### config.mk
export PLATFORM = sky130hd
export DESIGN_NAME = countdown_timer
export DESIGN_NICKNAME = d
export VERILOG_FILES = /design/src/rtl/timer_pkg.sv /design/src/rtl/hundredths_tick_gen.sv /design/src/rtl/countdown_timer.sv
export SDC_FILE = /design/constraint.sdc
export NUM_CORES = 1
export LEC_CHECK = 0
export BUFFER_PORTS_ARGS = -buffer_cell sky130_fd_sc_hd__buf_4
export CORE_ASPECT_RATIO = 1.75
export CORE_MARGIN = 3
export CORE_UTILIZATION = 50
export CTS_BUF_LIST = sky130_fd_sc_hd__clkbuf_16
export CTS_CLUSTER_DIAMETER = 150
export DETAILED_ROUTE_END_ITERATION = 8
export PLACE_DENSITY = 0.79
export SLEW_MARGIN = 20
export SYNTH_ARGS = -nofsm -noshare
export SYNTH_HDL_FRONTEND = slang
export SYNTH_SLANG_ARGS = --single-unit
### constraint.sdc
create_clock -name clk_in -period 2.29 [get_ports clk_in]
set_clock_uncertainty 0.15 [all_clocks]
set_input_delay 0.458 -clock clk_in [delete_from_list [all_inputs] [get_ports clk_in]]
set_output_delay 0.458 -clock clk_in [all_outputs]
set_load 0.005 [all_outputs]
### src/rtl/timer_pkg.sv
// Shared types and helpers for the stopwatch / countdown timer family.
// Time is carried as minutes (0-15), seconds (0-59), hundredths (0-99).
package timer_pkg;

    typedef enum logic [1:0] {
        IDLE    = 2'd0,
        RUNNING = 2'd1,
        PAUSED  = 2'd2,
        EXPIRED = 2'd3
    } timer_state_t;

    localparam logic [5:0] MAX_SECONDS    = 6'd59;
    localparam logic [6:0] MAX_HUNDREDTHS = 7'd99;

    typedef struct packed {
        logic [3:0] minutes;
        logic [5:0] seconds;
        logic [6:0] hundredths;
    } timer_time_t;

    function automatic int unsigned tick_cycles(input int unsigned frequency);
        return frequency / 100;
    endfunction

    function automatic timer_time_t clamp_time(input logic [3:0] m,
                                               input logic [5:0] s,
                                               input logic [6:0] h);
        timer_time_t t;
        t.minutes    = m;
        t.seconds    = (s > MAX_SECONDS)    ? MAX_SECONDS    : s;
        t.hundredths = (h > MAX_HUNDREDTHS) ? MAX_HUNDREDTHS : h;
        return t;
    endfunction

    function automatic logic is_zero(input timer_time_t t);
        return (t.minutes == 4'd0) && (t.seconds == 6'd0) && (t.hundredths == 7'd0);
    endfunction

    // Borrow chain; callers never pass zero, so minutes cannot wrap.
    function automatic timer_time_t decrement_time(input timer_time_t t);
        timer_time_t r;
        r = t;
        if (t.hundredths != 7'd0) begin
            r.hundredths = t.hundredths - 7'd1;
        end else if (t.seconds != 6'd0) begin
            r.seconds    = t.seconds - 6'd1;
            r.hundredths = MAX_HUNDREDTHS;
        end else begin
            r.minutes    = t.minutes - 4'd1;
            r.seconds    = MAX_SECONDS;
            r.hundredths = MAX_HUNDREDTHS;
        end
        return r;
    endfunction

endpackage

### src/rtl/hundredths_tick_gen.sv
// Divides the system clock down to one enable pulse per 1/100 s.
// The counter holds while disabled so a paused partial tick is preserved.
module hundredths_tick_gen
    import timer_pkg::*;
#(
    parameter int unsigned FREQUENCY = 100_000_000
) (
    input  logic clk_in,
    input  logic rst_in,
    input  logic en_in,
    input  logic clear_in,
    output logic tick_out
);

    localparam int unsigned TICK = tick_cycles(FREQUENCY);
    localparam int unsigned CW   = (TICK > 1) ? $clog2(TICK) : 1;
    localparam logic [CW-1:0] LAST = CW'(TICK - 1);

    logic [CW-1:0] r_count;
    logic          w_at_last;

    assign w_at_last = (r_count == LAST);

    always_ff @(posedge clk_in) begin
        if (rst_in || clear_in) begin
            r_count <= '0;
        end else if (en_in) begin
            r_count <= w_at_last ? '0 : r_count + 1'b1;
        end
    end

    assign tick_out = en_in && w_at_last;

endmodule

### src/rtl/countdown_timer.sv
// Loadable count-down timer in minutes/seconds/hundredths with pause/resume
// and an expiry flag; all outputs are registered.
module countdown_timer #(
    parameter int unsigned FREQUENCY = 100_000_000
) (
    input  logic       clk_in,
    input  logic       rst_in,
    input  logic       load_in,
    input  logic [3:0] load_minutes,
    input  logic [5:0] load_seconds,
    input  logic [6:0] load_hundredths,
    input  logic       start_in,
    input  logic       pause_in,
    output logic [3:0] minutes,
    output logic [5:0] seconds,
    output logic [6:0] hundredths,
    output logic       running_out,
    output logic       done_out,
    output logic       expired_out
);

    import timer_pkg::*;

    timer_state_t r_state;
    timer_time_t  r_time;
    logic         r_running;
    logic         r_done;
    logic         r_expired;

    timer_state_t w_state_next;
    timer_time_t  w_time_next;
    timer_time_t  w_time_dec;
    logic         w_tick;
    logic         w_load_accept;
    logic         w_expire;
    logic         w_time_zero;
    logic         w_dec_zero;

    hundredths_tick_gen #(
        .FREQUENCY(FREQUENCY)
    ) u_tick_gen (
        .clk_in  (clk_in),
        .rst_in  (rst_in),
        .en_in   (r_state == RUNNING),
        .clear_in(w_load_accept | w_expire),
        .tick_out(w_tick)
    );

    assign w_time_dec  = decrement_time(r_time);
    assign w_time_zero = is_zero(r_time);
    assign w_dec_zero  = is_zero(w_time_dec);

    // Priority load > pause > start; a pause strobe masks start even where it is ignored.
    always_comb begin
        w_state_next  = r_state;
        w_time_next   = r_time;
        w_load_accept = 1'b0;
        w_expire      = 1'b0;
        case (r_state)
            RUNNING: begin
                if (w_tick) begin
                    w_time_next = w_time_dec;
                    if (w_dec_zero) begin
                        w_state_next = EXPIRED;
                        w_expire     = 1'b1;
                    end else if (pause_in) begin
                        w_state_next = PAUSED;
                    end
                end else if (pause_in) begin
                    w_state_next = PAUSED;
                end
            end
            IDLE, PAUSED: begin
                if (load_in) begin
                    w_load_accept = 1'b1;
                end else if (!pause_in && start_in && !w_time_zero) begin
                    w_state_next = RUNNING;
                end
            end
            EXPIRED: begin
                if (load_in) begin
                    w_load_accept = 1'b1;
                end
            end
            default: begin
                w_state_next = IDLE;
            end
        endcase
        if (w_load_accept) begin
            w_time_next  = clamp_time(load_minutes, load_seconds, load_hundredths);
            w_state_next = IDLE;
        end
    end

    always_ff @(posedge clk_in) begin
        if (rst_in) begin
            r_state   <= IDLE;
            r_time    <= '0;
            r_running <= 1'b0;
            r_done    <= 1'b0;
            r_expired <= 1'b0;
        end else begin
            r_state   <= w_state_next;
            r_time    <= w_time_next;
            r_running <= (w_state_next == RUNNING);
            r_done    <= (w_state_next == EXPIRED);
            r_expired <= w_expire;
        end
    end

    assign minutes     = r_time.minutes;
    assign seconds     = r_time.seconds;
    assign hundredths  = r_time.hundredths;
    assign running_out = r_running;
    assign done_out    = r_done;
    assign expired_out = r_expired;

endmodule

---- Word-level counts from Yosys, hierarchy flattened ----
Cells that the tools add are included.
word-level totals
  bits in registers ....................... 42
  input bits .............................. 22
  output and inout bits ................... 20
  word-level logic and storage cells ...... 67
cells by class
  add/subtract/negate cells ............... 4
  magnitude comparators ................... 2
  equal/unequal tests ..................... 6
  mux-type cells .......................... 22
  bitwise operators ....................... 1
  reduce and logical (&&, ||, !) cells .... 24
operator list
  operator               number
  $mux 17                3
  $add 20x1->20 const B  1
  $eq 20x20->1 const B   1
  $mux 20                1
  $logic_not 7->1        2
  $mux 7                 2
  $mux 13                1
  $logic_not 6->1        2
  $mux 2                 6
  $mux 10                1
  $logic_not 4->1        2
  $gt 7x7->1 const B     1
  $logic_and 1x1->1      7
  $reduce_bool 7->1      1
  $sub 7x1->7 const B    1
  $eq 2x2->1 const B     3
  $gt 6x6->1 const B     1
  $mux 6                 1
  $reduce_bool 6->1      1
  $sub 6x1->6 const B    1
  $mux 1                 5
  $eq 2x1->1 const B     2
  $mux 4                 1
  $pmux 2 s2             1
  9 further kinds        11

---- Logic depth before layout (Yosys ltp) ----
  depth after elaboration ................. 11
  depth in mapped cells ................... 8
  depth with buffers taken out ............ 8

---- Modules after synthesis ----
Synthesis repeated with hierarchy kept, for this count alone.
second synthesis, totals
  cell total of the unflattened synthesis .. 290
  area, all modules ....................... 2,452.4 um2
modules (own cells, without submodules)
  module               instances  cells an instance  area each (um2)  sequential area each (um2)
  countdown_timer      1          179                1,386.3          440.4
  hundredths_tick_gen  1          111                1,066.0          400.4

---- Worst setup path before layout ----
OpenSTA, ideal clock, no wires.
  path type ............................... register -> register
  start ................................... register r_time, in the netlist hundredths[0]
  end ..................................... register r_done, in the netlist done_out
  library setup time ...................... 0.103 ns
  data arrival time ....................... 2.007 ns
  required time ........................... 2.037 ns
  slack ................................... 0.030 ns
  stages on the path, launching flop included .. 9
  path buffers ............................ 0
  period minus slack after synthesis ...... 2.260 ns
  cell sequence ........................... dfxtp_1 inv_1 ha_1 nand2b_1 nor2_2 a311o_1 a2111oi_4 a21oi_2 a2111oi_2
between the ends
  longest elaborated chain between the ends .. 10
  elaborated cells between the ends (all ways) .. 20
  classes of those cells .................. add/sub: 1; eq/ne: 1; mux: 8; reduce/logical: 10
ends and longest elaborated chain
  item                                                                 line                    source
  from (decl)                                                          countdown_timer.sv:25   timer_time_t r_time;
  from (signal assigned)                                               countdown_timer.sv:104  r_time <= w_time_next;
  parallel branches: the longest is 7 deep, another holds $sub 7x1->7  n/a
  $pmux 2 s2 *                                                         countdown_timer.sv:59   case (r_state)
  $mux 2 *                                                             countdown_timer.sv:89   if (w_load_accept) begin
  $eq 2x2->1 *                                                         countdown_timer.sv:106  r_done <= (w_state_next == EXPIRED);
  to (signal assigned)                                                 countdown_timer.sv:106
  to (decl)                                                            countdown_timer.sv:27   logic r_done;
Every way passes the cells marked *.
A chain may end at the register's enable or synchronous reset.

---- Final worst setup path ----
  start ................................... register r_time, in the netlist seconds[1]
  end ..................................... register r_expired, in the netlist expired_out
between the ends
  longest elaborated chain between the ends .. 9
  elaborated cells between the ends (all ways) .. 12
  classes of those cells .................. add/sub: 1; mux: 6; reduce/logical: 5
ends and longest elaborated chain
  item                                                line                              source
  $sub 6x1->6 or $reduce_bool 6->1 (tied branches)    timer_pkg.sv:46, timer_pkg.sv:45
  $mux 13 or $mux 4 (tied branches)                   timer_pkg.sv:45                   end else if (t.seconds != 6'd0) begin
  $mux 10 *                                           timer_pkg.sv:43                   if (t.hundredths != 7'd0) begin
  $logic_not 6->1 or $logic_not 4->1 (tied branches)  timer_pkg.sv:36                   return (t.minutes == 4'd0) && (t.seconds == 6'd0) && (t.hundredths == 7'd0);
  $logic_and 1x1->1 * (2 in a row)                    timer_pkg.sv:36
  $mux 1 *                                            countdown_timer.sv:63             if (w_dec_zero) begin
  $mux 1 *                                            countdown_timer.sv:61             if (w_tick) begin
  $mux 1 *                                            countdown_timer.sv:59
  to (signal assigned)                                countdown_timer.sv:107            r_expired <= w_expire;
  to (decl)                                           countdown_timer.sv:28             logic r_expired;
Mark *: on every way between the ends. The rest lies on a longest branch, timed or not.

==> impl_metrics.tcl <==
set metrics [dict create \
    slew_violations 0 \
    core-area_um2 4520 \
    synthFlopType "dfxtp_1" \
    hold_path.class "input pin to register" \
    die_x_um 58.4 \
    portBuffers 41 \
    holdBufCountCts 0 \
    htree_num_levels 2 \
    syn_to_final_growth_pct 36.1 \
    dieArea_um2 5710 \
    ir_worst_vdd_v 0.000697 \
    via_per_inst 6.22 \
    finalSetupViolations 0 \
    p_comb_share_pct 25.8 \
    synthArstFlopShare_pct 0 \
    drt_iter0_markers 144 \
    num_vias 2612 \
    ys_ff_latch 42 \
    power_switching_mw 0.563 \
    fillers 350 \
    clk_pin_slew_ps 60 \
    ys_seq_area_share_pct 35.0 \
    avgRoutedWirePerCell_um 17.3 \
    layout.nets 395 \
    avgSynthCellArea_um2 8.12 \
    max_freq_mhz 440 \
    p_leak_nw 1.30 \
    synthCells 296 \
    grt_pass1_vias 2513 \
    slew_headroom_pct 64.7 \
    drv_cap 0 \
    postRouteAntennaNets 0 \
    layout_min_cycle_time_ps 2270 \
    synth_edf_count 0 \
    syn_nets 323 \
    numClockSinks 42 \
    status "finished clean" \
    tightest_slew_ps 529 \
    yosys_warnings 0 \
    fin_crit_sh_pct 99.3 \
    crit_path_end_kind "register" \
    seqPwrFrac_pct 40.1 \
    cp.required_ps 2330 \
    detailed_place_hpwl_um 5240 \
    hold_viol 0 \
    drt_first_pass_iters 5 \
    intPower_mw 1.40 \
    final_core_util_pct 72.3 \
    die_y_um 97.7 \
    drc_errors 0 \
    crit_fanout 5 \
    row_count 32 \
    ios 42 \
    swShare_pct 28.8 \
    cts_root_buf "clkbuf_16" \
    gr-total-overflow 0 \
    worst_setup_path_start_kind "register" \
    cts_buffers 5 \
    drt_wl_total_um 7260 \
    path_class "register to register" \
    drive_gt1_share_pct 30.9 \
    grt_pass1_wl_um 11300 \
    gp_congestion 0.942 \
    grt_util_all_layers_pct 25.2 \
    antenna_found_initial 0 \
    start_util_pct 53.1 \
    worstPathArrival_ps 2310 \
    cts_tree "built" \
    grt_max_degree 29 \
    clk_latency_ps 280 \
    powerDensity_nw_per_um2 599 \
    clockBufferDepth 2 \
    whs_ps 235 \
    diodes 0 \
    rsz0062_at_grt "yes" \
    clockPowerShare_pct 34.1 \
    syn_area_um2 2400 \
    yosysUniqueCellTypes 60 \
]
## cells in the mapped netlist (3+ instances only)
library cell | instances | area (µm²)
nor2_1 | 40 | 150
a211oi_1 | 4 | 30.0
inv_1 | 9 | 33.8
nand2b_1 | 4 | 25.0
or3_1 | 4 | 25.0
nor3_1 | 10 | 50.1
clkbuf_1 | 9 | 33.8
a22oi_1 | 5 | 37.5
nand2_1 | 28 | 105
a21oi_1 | 20 | 100
nor2b_1 | 4 | 25.0
nor3b_1 | 3 | 22.5
dfxtp_1 | 42 | 841
and3_1 | 5 | 31.3
xor2_1 | 12 | 105
ha_1 | 5 | 62.6
nand4_1 | 9 | 56.3
nand3_1 | 14 | 70.1
buf_2 | 3 | 15.0
xnor2_1 | 10 | 87.6
and4_1 | 3 | 26.3
and2_1 | 3 | 18.8
o21ai_0 | 3 | 15.0
## layer usage
metal | global-route usage, % | share of wire [%] | up-vias
li1 | - | - | 1231
met1 | 25.2 | 34 | 1266
met2 | 46.3 | 57 | 88
met3 | 4.12 | 4.0 | 27
met4 | 14.5 | 4.1 | 0
met5 | 0 | 0 | -
## final timing paths
kind                            slack, ps                    end  cells past startpoint                  start
worst min-delay path                  230             r_state[0]                      2               pause_in
worst max register to register         20            expired_out                      8             seconds[1]
worst max-delay path                   20            expired_out                      8             seconds[1]
worst min register to register        330  u_tick_gen.r_count[0]                      2  u_tick_gen.r_count[0]
## layout make-up
class	instances	area, µm²	area share [%]
Multi-Input combinational cell	233	1600	48.9
Timing Repair Buffer	77	594	18.2
Sequential cell	42	843	25.8
Inverter	9	33.8	1.03
Clock inverter	3	12.5	0.383
Tap cell	51	63.8	1.95
Clock buffer	5	125	3.83
## state kept, by name (all words and copies together), names as in the netlist
| name | count |
|---|---|
| expired_out | 1 |
| seconds | 6 |
| done_out | 1 |
| hundredths | 7 |
| u_tick_gen.r_count | 20 |
| minutes | 4 |
| r_state | 2 |
| running_out | 1 |
## cells in the final DEF, fill, tap and decap left out, types with 4 or more instances in the layout
cell       netlist  final
nand2_1         28     28
a21oi_1         20     19
nand4_1          9      9
inv_1            9      7
a22oi_1          5      5
xnor2_1         10      8
dfxtp_1         42     40
nand3_1         14     14
clkbuf_16        0      5
nor2_1          40     38
or3_1            4      4
nand2b_1         4      4
nor3_1          10      9
and3_1           5      4
xor2_1          12     12
buf_4            0     75
## power by group through the flow
stage | logic [mW] | registers [mW] | clock network (mW)
2_1_floorplan | 0.238 | 0.808 | 0
3_5_place_dp | 0.438 | 0.797 | 0
5_1_grt | 0.547 | 0.790 | 0.705
3_3_place_gp | 0.433 | 0.796 | 0
4_1_cts | 0.451 | 0.781 | 0.682
6_report | 0.505 | 0.786 | 0.667
## worst max-delay path: stages (launching register included)
cell	delay, ps
dfxtp_2	320
inv_2	70
ha_4	170
nor4bb_4	280
nand4_1	200
xnor2_2	230
a2111oi_4	360
buf_4	180
nor3b_1	220
## timing repair
action / 4_1_cts / 5_1_grt
endpoints found under the setup margin: 2 / 19
setup buffers: 1 / 5
resized for setup: 7 / 22
pin swaps: 5 / 13
## through the flow
step           TNS [ps]  power [mW]  worst slack (ps)  cells  cell area [µm²]
2_1_floorplan         0        1.05              29.8    296             2400
3_3_place_gp      -4.06        1.23             -4.06    407             2970
3_5_place_dp      -74.6        1.23             -64.1    407             2970
4_1_cts               0        1.91              16.9    415             3140
5_1_grt            -487        2.04              -153    420             3270
6_report              0        1.96              15.2    420             3270
## cells by family (layout without fill, tap and decap cells)
family                     count (synthesis)  in the layout  synth area share (%)
AOI/OAI and AO/OA                         65             65                  20.8
xor gates and xnor gates                  22             22                  8.02
adders and majority gates                  5              5                  2.60
buffers and inverters                     21             94                  3.44
DFF                                       42             42                  35.0
and+or+nand+nor                          141            141                  30.2
(Power assumes the default switching activity.)
